File: config.mk
export PLATFORM = sky130hd
export DESIGN_NAME = fetch_queue_flat
export DESIGN_NICKNAME = d
export VERILOG_FILES = /design/src/rtl/fetch_queue_pkg.sv /design/src/rtl/fetch_queue_if.sv /design/src/rtl/fetch_fifo.sv /design/src/rtl/fetch_queue.sv /design/src/flat_wrapper.sv
export SDC_FILE = /design/constraint.sdc
export NUM_CORES = 1
export LEC_CHECK = 0
export BUFFER_PORTS_ARGS = -buffer_cell sky130_fd_sc_hd__buf_2
export CAP_MARGIN = 20
export CORE_MARGIN = 2
export CORE_UTILIZATION = 51
export DETAILED_ROUTE_END_ITERATION = 10
export PLACE_DENSITY = 0.8
export SLEW_MARGIN = 20
export SYNTH_ARGS = -nofsm -noshare
export SYNTH_HDL_FRONTEND = slang
export SYNTH_SLANG_ARGS = --single-unit
File: constraint.sdc
create_clock -name clk -period 4.5 [get_ports clk]
set_clock_uncertainty 0.15 [all_clocks]
set_input_delay 0.9 -clock clk [delete_from_list [all_inputs] [get_ports clk]]
set_output_delay 0.9 -clock clk [all_outputs]
set_load 0.01 [all_outputs]
File: src/rtl/fetch_queue_pkg.sv
// Shared types and constants for the instruction fetch queue.
// fetch_entry_t is the FIFO payload: an instruction word plus the PC it was fetched from.
package fetch_queue_pkg;

  localparam int XLEN        = 64;
  localparam int INSTR_W     = 32;
  localparam int PC_STEP_DEF = 4;

  typedef struct packed {
    logic [INSTR_W-1:0] instr;
    logic [XLEN-1:0]    pc;
  } fetch_entry_t;

  function automatic logic [31:0] sat_add32(input logic [31:0] a, input logic [31:0] b);
    logic [32:0] s;
    s = {1'b0, a} + {1'b0, b};
    return s[32] ? 32'hFFFF_FFFF : s[31:0];
  endfunction

endpackage

File: src/rtl/fetch_queue_if.sv
// Fetch-stage bus: instruction memory request/response, redirect input and decode handshake.
// master = fetch unit, slave = memory/decode/branch environment.
interface fetch_queue_if;
  import fetch_queue_pkg::*;

  logic               imem_req;
  logic [XLEN-1:0]    imem_addr;
  logic               imem_rvalid;
  logic [INSTR_W-1:0] imem_rdata;
  logic               redirect_valid;
  logic [XLEN-1:0]    redirect_pc;
  logic               instr_valid;
  logic               instr_ready;
  logic [INSTR_W-1:0] instr;
  logic [XLEN-1:0]    instr_pc;

  modport master (
    output imem_req, imem_addr, instr_valid, instr, instr_pc,
    input  imem_rvalid, imem_rdata, redirect_valid, redirect_pc, instr_ready
  );

  modport slave (
    input  imem_req, imem_addr, instr_valid, instr, instr_pc,
    output imem_rvalid, imem_rdata, redirect_valid, redirect_pc, instr_ready
  );

endinterface

File: src/rtl/fetch_fifo.sv
// In-order DEPTH-entry FIFO of fetch entries; head is read from the storage registers (zero when empty).
// Push on full and pop on empty are ignored; flush clears both pointers and beats push/pop.
module fetch_fifo
  import fetch_queue_pkg::*;
#(
  parameter int DEPTH = 4
) (
  input  logic                   clk,
  input  logic                   reset_n,
  input  logic                   flush,
  input  logic                   push,
  input  fetch_entry_t           push_dat,
  input  logic                   pop,
  output fetch_entry_t           head_dat,
  output logic                   full,
  output logic                   empty,
  output logic [$clog2(DEPTH):0] count
);

  localparam int AW = $clog2(DEPTH);

  logic [AW:0]  wr_ptr_q, wr_ptr_d;
  logic [AW:0]  rd_ptr_q, rd_ptr_d;
  fetch_entry_t mem_q [DEPTH];
  logic         do_push, do_pop;

  // Extra wrap bit distinguishes full from empty when the index bits match.
  assign count    = wr_ptr_q - rd_ptr_q;
  assign empty    = (wr_ptr_q == rd_ptr_q);
  assign full     = (wr_ptr_q[AW] != rd_ptr_q[AW]) && (wr_ptr_q[AW-1:0] == rd_ptr_q[AW-1:0]);
  assign do_push  = push && !full && !flush;
  assign do_pop   = pop && !empty && !flush;
  assign head_dat = empty ? '0 : mem_q[rd_ptr_q[AW-1:0]];

  always_comb begin
    wr_ptr_d = wr_ptr_q;
    rd_ptr_d = rd_ptr_q;
    if (flush) begin
      wr_ptr_d = '0;
      rd_ptr_d = '0;
    end else begin
      if (do_push) wr_ptr_d = wr_ptr_q + (AW+1)'(1);
      if (do_pop)  rd_ptr_d = rd_ptr_q + (AW+1)'(1);
    end
  end

  always_ff @(posedge clk) begin
    if (!reset_n) begin
      wr_ptr_q <= '0;
      rd_ptr_q <= '0;
    end else begin
      wr_ptr_q <= wr_ptr_d;
      rd_ptr_q <= rd_ptr_d;
    end
  end

  always_ff @(posedge clk) begin
    if (do_push) mem_q[wr_ptr_q[AW-1:0]] <= push_dat;
  end

endmodule

File: src/rtl/fetch_queue.sv
// Fetch stage: owns the PC, issues one word request per cycle while FIFO credit allows, queues responses,
// 2 cycles request-to-instr_valid; redirect flushes queue and in-flight fetch. FETCH_STATS_EN adds counters.
module fetch_queue
  import fetch_queue_pkg::*;
#(
  parameter int              DEPTH    = 4,
  parameter logic [XLEN-1:0] RESET_PC = '0,
  parameter int              PC_STEP  = PC_STEP_DEF
) (
  input  logic          clk,
  input  logic          reset_n,
  fetch_queue_if.master bus
`ifdef FETCH_STATS_EN
  ,
  output logic [31:0]   stat_fetched,
  output logic [31:0]   stat_flushed,
  output logic [31:0]   stat_stall
`endif
);

  localparam int AW = $clog2(DEPTH);

  logic [AW:0]     fifo_count;
  logic            fifo_full, fifo_empty;
  fetch_entry_t    push_dat, head_dat;
  logic [XLEN-1:0] pc_q, pc_d, req_pc_q, req_pc_d;
  logic            epoch_q, epoch_d, tag_q, tag_d, inflight_q, inflight_d;
  logic [AW+1:0]   occupancy;
  logic            issue, push, pop;

  // Credit counts the in-flight word so a response always has a free slot.
  assign occupancy = {1'b0, fifo_count} + {{(AW+1){1'b0}}, inflight_q};
  assign issue     = reset_n && !bus.redirect_valid && (occupancy < (AW+2)'(DEPTH));
  assign push      = bus.imem_rvalid && inflight_q && (tag_q == epoch_q)
                     && !bus.redirect_valid && !fifo_full;
  assign pop       = !fifo_empty && bus.instr_ready;
  assign push_dat  = '{instr: bus.imem_rdata, pc: req_pc_q};

  assign bus.imem_req    = issue;
  assign bus.imem_addr   = pc_q;
  assign bus.instr_valid = !fifo_empty;
  assign bus.instr       = head_dat.instr;
  assign bus.instr_pc    = head_dat.pc;

  always_comb begin
    pc_d       = pc_q;
    epoch_d    = epoch_q;
    req_pc_d   = req_pc_q;
    tag_d      = tag_q;
    inflight_d = issue;
    if (bus.redirect_valid) begin
      pc_d    = bus.redirect_pc;
      epoch_d = ~epoch_q;
    end else if (issue) begin
      pc_d     = pc_q + XLEN'(PC_STEP);
      req_pc_d = pc_q;
      tag_d    = epoch_q;
    end
  end

  always_ff @(posedge clk) begin
    if (!reset_n) begin
      pc_q       <= RESET_PC;
      req_pc_q   <= '0;
      epoch_q    <= 1'b0;
      tag_q      <= 1'b0;
      inflight_q <= 1'b0;
    end else begin
      pc_q       <= pc_d;
      req_pc_q   <= req_pc_d;
      epoch_q    <= epoch_d;
      tag_q      <= tag_d;
      inflight_q <= inflight_d;
    end
  end

  fetch_fifo #(.DEPTH(DEPTH)) u_fifo (
    .clk      (clk),
    .reset_n  (reset_n),
    .flush    (bus.redirect_valid),
    .push     (push),
    .push_dat (push_dat),
    .pop      (pop),
    .head_dat (head_dat),
    .full     (fifo_full),
    .empty    (fifo_empty),
    .count    (fifo_count)
  );

`ifdef FETCH_STATS_EN
  logic [31:0] fetched_q, fetched_d, flushed_q, flushed_d, stall_q, stall_d;
  logic [31:0] flush_inc;

  // Any response not pushed is stale; a redirect also discards every queued entry.
  always_comb begin
    flush_inc = (bus.imem_rvalid && !push) ? 32'd1 : 32'd0;
    if (bus.redirect_valid) flush_inc = flush_inc + 32'(fifo_count);
    fetched_d = sat_add32(fetched_q, {31'd0, push});
    flushed_d = sat_add32(flushed_q, flush_inc);
    stall_d   = sat_add32(stall_q, {31'd0, !fifo_empty && !bus.instr_ready});
  end

  always_ff @(posedge clk) begin
    if (!reset_n) begin
      fetched_q <= '0;
      flushed_q <= '0;
      stall_q   <= '0;
    end else begin
      fetched_q <= fetched_d;
      flushed_q <= flushed_d;
      stall_q   <= stall_d;
    end
  end

  assign stat_fetched = fetched_q;
  assign stat_flushed = flushed_q;
  assign stat_stall   = stall_q;
`endif

endmodule

File: src/flat_wrapper.sv
// flat-port wrapper written by rule: the top's interface ports become plain ports
module fetch_queue_flat import fetch_queue_pkg::*;
#(
  parameter int              DEPTH    = 4,
  parameter logic [XLEN-1:0] RESET_PC = '0,
  parameter int              PC_STEP  = PC_STEP_DEF
)
  (clk, reset_n, bus_imem_req, bus_imem_addr, bus_instr_valid, bus_instr, bus_instr_pc, bus_imem_rvalid, bus_imem_rdata, bus_redirect_valid, bus_redirect_pc, bus_instr_ready);
  fetch_queue_if bus_i ();
  input  logic clk;
  input  logic reset_n;
  output wire logic [$bits(bus_i.imem_req)-1:0] bus_imem_req;
  output wire logic [$bits(bus_i.imem_addr)-1:0] bus_imem_addr;
  output wire logic [$bits(bus_i.instr_valid)-1:0] bus_instr_valid;
  output wire logic [$bits(bus_i.instr)-1:0] bus_instr;
  output wire logic [$bits(bus_i.instr_pc)-1:0] bus_instr_pc;
  input wire logic [$bits(bus_i.imem_rvalid)-1:0] bus_imem_rvalid;
  input wire logic [$bits(bus_i.imem_rdata)-1:0] bus_imem_rdata;
  input wire logic [$bits(bus_i.redirect_valid)-1:0] bus_redirect_valid;
  input wire logic [$bits(bus_i.redirect_pc)-1:0] bus_redirect_pc;
  input wire logic [$bits(bus_i.instr_ready)-1:0] bus_instr_ready;
  assign bus_imem_req = bus_i.imem_req;
  assign bus_imem_addr = bus_i.imem_addr;
  assign bus_instr_valid = bus_i.instr_valid;
  assign bus_instr = bus_i.instr;
  assign bus_instr_pc = bus_i.instr_pc;
  assign bus_i.imem_rvalid = bus_imem_rvalid;
  assign bus_i.imem_rdata = bus_imem_rdata;
  assign bus_i.redirect_valid = bus_redirect_valid;
  assign bus_i.redirect_pc = bus_redirect_pc;
  assign bus_i.instr_ready = bus_instr_ready;
  fetch_queue #(.DEPTH(DEPTH), .RESET_PC(RESET_PC), .PC_STEP(PC_STEP)) u_core (.clk(clk), .reset_n(reset_n), .bus(bus_i));
endmodule
==> flow_summary.ini, run 1 <==
[synthesis]
syn_area_um2 = 20900
ys_seq_area_share_pct = 68.5
yosys.area.top_type_share_pct = 55.2
yosysMostFrequentCell = edfxtp_1
synthDistinctLibCells = 56
synth-edff-count = 384
synth_top_area_cell = edfxtp_1
yosys_warnings = 0
async_reset_ff_share_pct = 0
synth_area_leaders = edfxtp_1, dfxtp_1, mux4_2
ys_ff_latch = 523
synth_top_cells_by_count = edfxtp_1, nand2_1, dfxtp_1, and2_1, mux4_2
avgSynthCellArea_um2 = 14.9
synth_cells = 1402
synth_nets = 1512
synth_flop_cell = edfxtp_1

[min_path]
hold_start = u_core.bus.imem_addr[1]
hold_class = reg2reg

[floorplan]
dieArea_um2 = 42600
initial_core_util_pct = 51.4
die_w_um = 206
rows = 74
core-area_um2 = 40600
ioPinCount = 263
die_height_um = 206

[placed_design]
dpl.hpwl_mm = 32.0
pre_cts_slack_ns = 1.06
dpl_cell_area_um2 = 22900
gp_congestion = 0.846
port_buffers = 262

[grt]
grt_max_degree = 67
overflow = 0
grt_pass1_vias = 12968
globalRouteTotalUtil_pct = 24.2
grt_pass1_wl_mm = 76.9
grt_antenna_before_repair = 1

[clocking]
cts-hold-fix-buffers = 0
h-tree-depth = 2
ctsResizeCount = 0
cts_tree = built
numCtsBuffers = 54
cts_setup_buffers = 0
cts_sinks = 523
root_buffer = clkbuf_16
clock_latency_ns = 0.60
path_clk_slew_ns = 0.06
cts_buffer_depth = 3

[timing]
fmax_mhz = 248
hold-worst-slack_ns = 0.329
timing.setup.tns_ns = 0
drv_slew = 0
setup_viol = 0
min_period_ns = 4.04
finalHoldViolCount = 0
rsz0062_at_grt = no
tightest_slew_ns = 1.04
relSlewSlack_pct = 30.1
setup_slack_ns = 0.462
fin_crit_sh_pct = 89.7

[detailed_routing]
drt_iter0_markers = 1336
wirelength_mm = 51.2
viasPerCell = 5.92
drtPass1Iterations = 7
routedWlPerCell_um = 22.8
drc_errors = 0
ant_nets = 0
route.vias.total = 13303

[run]
cap_violations = 0

[setup_path]
critical_path.startpoint = u_core.u_fifo.wr_ptr_q[0]
cp-start-kind = flip-flop
r2r_start = u_core.u_fifo.wr_ptr_q[0]
end_kind = output pin
crit_fanout = 18
crit_required_ns = 3.45
critPathKind = reg2out
critPathArrivalTime_ns = 2.99

[power_and_ir_drop]
p_total_mw = 10.3
p_per_area_nw_per_um2 = 418
vdd_drop_max_v = 0.000255
cellLeakagePower_nw = 8.53

[outcome]
status = complete, no violations

[final_layout]
syn2layout_area_growth_pct = 18.4
fin_area_um2 = 24700
fin_nets = 1776
drive_gt1_share_pct = 29.5
[path summary, 6_finish.rpt]
check / endpoint / slack (ns) / depth (start not counted)
worst max-delay path: bus_imem_req / 0.46 / 9
worst min-delay path: u_core.req_pc_q[1] / 0.33 / 2
worst max register to register: u_core.req_pc_q[12] / 1.06 / 10
worst min register to register: u_core.req_pc_q[1] / 0.33 / 2
[stage by stage]
stage                     cells  util, %
after detailed placement   2142     56.2
after global routing       2243     60.8
after global placement     2142     56.2
after CTS                  2243     60.8
after floorplan            1402        -
final                      2246     60.9
[power by group]
| group | switching (mW) | total, mW | internal, mW |
|---|---|---|---|
| registers | 0.110 | 5.33 | 5.22 |
| clock network | 1.87 | 4.65 | 2.78 |
| logic | 0.217 | 0.358 | 0.141 |
[cells in the final DEF (no fill, tap or decap), drive strengths merged, types with 3 or more instances in the layout]
master / synthesis / layout
clkinvlp: 0 / 10
a211oi: 5 / 5
and4: 9 / 9
nor2: 24 / 24
and2: 106 / 106
edfxtp: 384 / 384
a21oi: 89 / 89
xnor2: 20 / 20
clkinv: 0 / 18
nor4: 13 / 13
bufinv: 0 / 9
nand4: 25 / 25
ha: 8 / 8
mux2i: 4 / 4
clkbuf: 57 / 62
o31ai: 19 / 19
nor3: 5 / 5
nand2: 158 / 158
inv: 12 / 14
diode: 0 / 3
buf: 28 / 293
dfxtp: 139 / 139
a311oi: 3 / 3
a31oi: 27 / 27
or4: 21 / 21
mux4: 96 / 96
xor2: 16 / 16
or3: 14 / 14
o21ai: 63 / 63
nand3: 29 / 29
and3: 7 / 7
[worst max-delay path, cell delays in order (launching register included)]
cell and delay [ns]:
dfxtp_1 0.41, inv_1 0.11, ha_1 0.22, fa_1 0.43, or3b_2 0.52, and2_1 0.17, buf_4 0.20, nand3_4 0.11
inv_2 0.08, buf_2 0.14
[sequential cells by signal, indices dropped and copies added, names as in the netlist, named ones only]
register and cells:
u_core.req_pc_q 64, u_core.epoch_q 1, u_core.u_fifo.mem_q 384, u_core.u_fifo.rd_ptr_q 3, u_core.bus.imem_addr 64, u_core.inflight_q 1, u_core.u_fifo.wr_ptr_q 3, u_core.tag_q 1
[final cells by class]
type,instances,area [um^2]
well taps,532,666
multi-input cells,782,6190
fillers,3035,15900
repair buffers,293,1630
inverters,12,46.3
clock inverters,39,460
flip-flops and latches,523,14300
diodes,3,7.51
clock buffers,62,1410
[routing by layer]
metal	GRT usage (%)	share of wire (%)	vias to the layer above
met5	0	0	-
met4	10.5	3.7	0
met3	4.29	8.4	126
li1	-	-	5931
met2	38.3	48	672
met1	33.1	40	6574
[cell families after synthesis]
logic type / after synthesis / share of synthesized area, %
DFF: 523 / 68.5
AOI/OAI and AO/OA: 212 / 5.71
xor gates and xnor gates: 37 / 1.62
and+or+nand+nor: 424 / 11.0
muxes: 100 / 10.5
adders and majority gates: 9 / 0.575
buffers and inverters: 97 / 2.00
Note: power is estimated with default switching activity, not from simulation.
==> run 2, diff against run 1 <==
--- a/config.mk
+++ b/config.mk
@@ -7,10 +7,12 @@
 export LEC_CHECK = 0
 export BUFFER_PORTS_ARGS = -buffer_cell sky130_fd_sc_hd__buf_2
 export CAP_MARGIN = 20
+export CELL_PAD_IN_SITES_DETAIL_PLACEMENT = 1
+export CELL_PAD_IN_SITES_GLOBAL_PLACEMENT = 1
 export CORE_MARGIN = 2
-export CORE_UTILIZATION = 51
+export CORE_UTILIZATION = 43
 export DETAILED_ROUTE_END_ITERATION = 10
-export PLACE_DENSITY = 0.8
+export PLACE_DENSITY = 0.81
 export SLEW_MARGIN = 20
 export SYNTH_ARGS = -nofsm -noshare
 export SYNTH_HDL_FRONTEND = slang
==> run 2 against run 1 <==
- worst hold slack better by 0.017 ns
- final cell count up 3.4%
- critical path depth is 1 lower
- non-clock buffer count down 5
- wire length is 13% higher
- die area is 18% higher
- register-to-register slack worse by 0.34 ns
==> flow_summary.ini, run 2 (synthesized netlist as in run 1, its figures left out) <==
[detailed_routing]
routedWlPerCell_um = 25.0
viasPerCell = 5.72
drtPass1Iterations = 7
route.vias.total = 13286
drt_iter0_markers = 1141
wirelength_mm = 57.9
drc_errors = 0
ant_nets = 0

[timing]
drv_slew = 0
fin_crit_sh_pct = 88.9
setup_viol = 0
setup_slack_ns = 0.501
rsz0062_at_grt = no
tightest_slew_ns = 1.09
hold-worst-slack_ns = 0.345
finalHoldViolCount = 0
timing.setup.tns_ns = 0
relSlewSlack_pct = 27.5
fmax_mhz = 250
min_period_ns = 4.00

[setup_path]
crit_required_ns = 3.45
slowest_delay_ns = 0.53
cp_top_family = simple AND/OR/NAND/NOR gates
crit_slowest_cell = or3b_2
crit_buf_inv = 3
cp-start-kind = flip-flop
critPathKind = reg2out
crit_fanout = 7
end_kind = output pin
cp_cell_sequence = inv_1, ha_1, fa_1, or3b_2, and2_1, nand3_4, inv_2, buf_2
critPathArrivalTime_ns = 2.95

[placed_design]
dpl.hpwl_mm = 37.4
port_buffers = 262
gp_congestion = 0.815
pre_cts_slack_ns = 0.834

[power_and_ir_drop]
cell_internal_pwr_mw = 8.00
p_per_area_nw_per_um2 = 412
switching_power_mw = 2.19
vdd_drop_max_v = 0.000279
cellLeakagePower_nw = 8.48
p_sw_share_pct = 21.5
p_seq_share_pct = 52.4
pwr-share-clk_pct = 43.9
pwr-share-comb_pct = 3.7

[clocking]
h-tree-depth = 2
root_buffer = clkbuf_16
clock_latency_ns = 0.60
cts_sinks = 523
cts_setup_buffers = 0
cts_tree = built
ctsResizeCount = 0
cts_buffer_depth = 3
cts-hold-fix-buffers = 0
path_clk_slew_ns = 0.06
numCtsBuffers = 53

[grt]
grt_max_degree = 82
grt_pass1_vias = 14148
globalRouteTotalUtil_pct = 23.3
grt_pass1_wl_mm = 87.6
overflow = 0
grt_antenna_before_repair = 6

[run]
cap_violations = 0

[floorplan]
core-area_um2 = 47800
die_height_um = 224
ioPinCount = 263
initial_core_util_pct = 43.7
die_w_um = 224
dieArea_um2 = 50400
rows = 80

[final_layout]
fin_nets = 1770
layout_common_cells = edfxtp_1, buf_2, nand2_1, dfxtp_1, and2_1
utilization_pct = 51.7
drive_gt1_share_pct = 28.7
largest_reg_flops = 384
final_common_cell = edfxtp_1
syn2layout_area_growth_pct = 18.3
num-fill-cells = 4721

[min_path]
hold_class = reg2reg

[outcome]
status = complete, no violations
-- run 2: cell count changes in the layout (fill, tap and decap cells not counted), sizes merged --
| cell | delta |
|---|---|
| clkinv | +3 |
| bufinv | -4 |
| clkbuf | +8 |
| buf | -5 |
| clkinvlp | -6 |
| inv | -2 |
| diode | -1 |
-- run 2: per-stage QoR --
| step | power [mW] | std cells | instance area [um^2] |
|---|---|---|---|
| floorplan | 5.59 | 1402 | 20900 |
| CTS | 10.3 | 2320 | 24700 |
| global placement | 5.79 | 2220 | 22900 |
| finish | 10.2 | 2322 | 24700 |
| global route | 10.5 | 2320 | 24700 |
| detailed placement | 5.82 | 2220 | 22900 |
-- run 2: metal layers --
metal  vias up  GRT usage (%)  routed length (um)
met5         -              0                  15
met4         2           9.23                1970
met3       118           3.78                3530
met2       500           38.8               28300
met1      6791           30.7               24100
li1       5875              -                   -
-- run 2: tightest hold or removal path, cell delays in order (launching register included) --
cell and delay (ns):
dfxtp_1 0.32, nand2_1 0.07, a21oi_1 0.06
-- run 2: final timing paths --
| path | start | endpoint | slack, ns | depth (start not counted) |
|---|---|---|---|---|
| worst min register to register | u_core.tag_q | u_core.tag_q | 0.35 | 2 |
| worst min-delay path | u_core.tag_q | u_core.tag_q | 0.35 | 2 |
| worst max-delay path | u_core.u_fifo.wr_ptr_q[0] | bus_imem_req | 0.50 | 8 |
| worst max register to register | u_core.u_fifo.wr_ptr_q[0] | u_core.bus.imem_addr[38] | 0.72 | 9 |
-- run 2: area by class of cell --
| cell class | count | area, um^2 | area share, % |
|---|---|---|---|
| clock buffers | 70 | 1500 | 6.08 |
| well taps | 615 | 769 | 3.11 |
| diodes | 2 | 5.00 | 0.0202 |
| repair buffers | 288 | 1610 | 6.50 |
| inverters | 12 | 46.3 | 0.187 |
| flip-flops and latches | 523 | 14300 | 57.9 |
| clock inverters | 30 | 279 | 1.13 |
| multi-input cells | 782 | 6190 | 25.0 |
-- run 2: power by group through the flow --
stage	sequential (mW)	combinational [mW]	clock, mW
2_1_floorplan	5.42	0.174	0
3_3_place_gp	5.43	0.364	0
3_5_place_dp	5.44	0.376	0
4_1_cts	5.34	0.380	4.56
5_1_grt	5.35	0.413	4.72
6_report	5.34	0.374	4.47
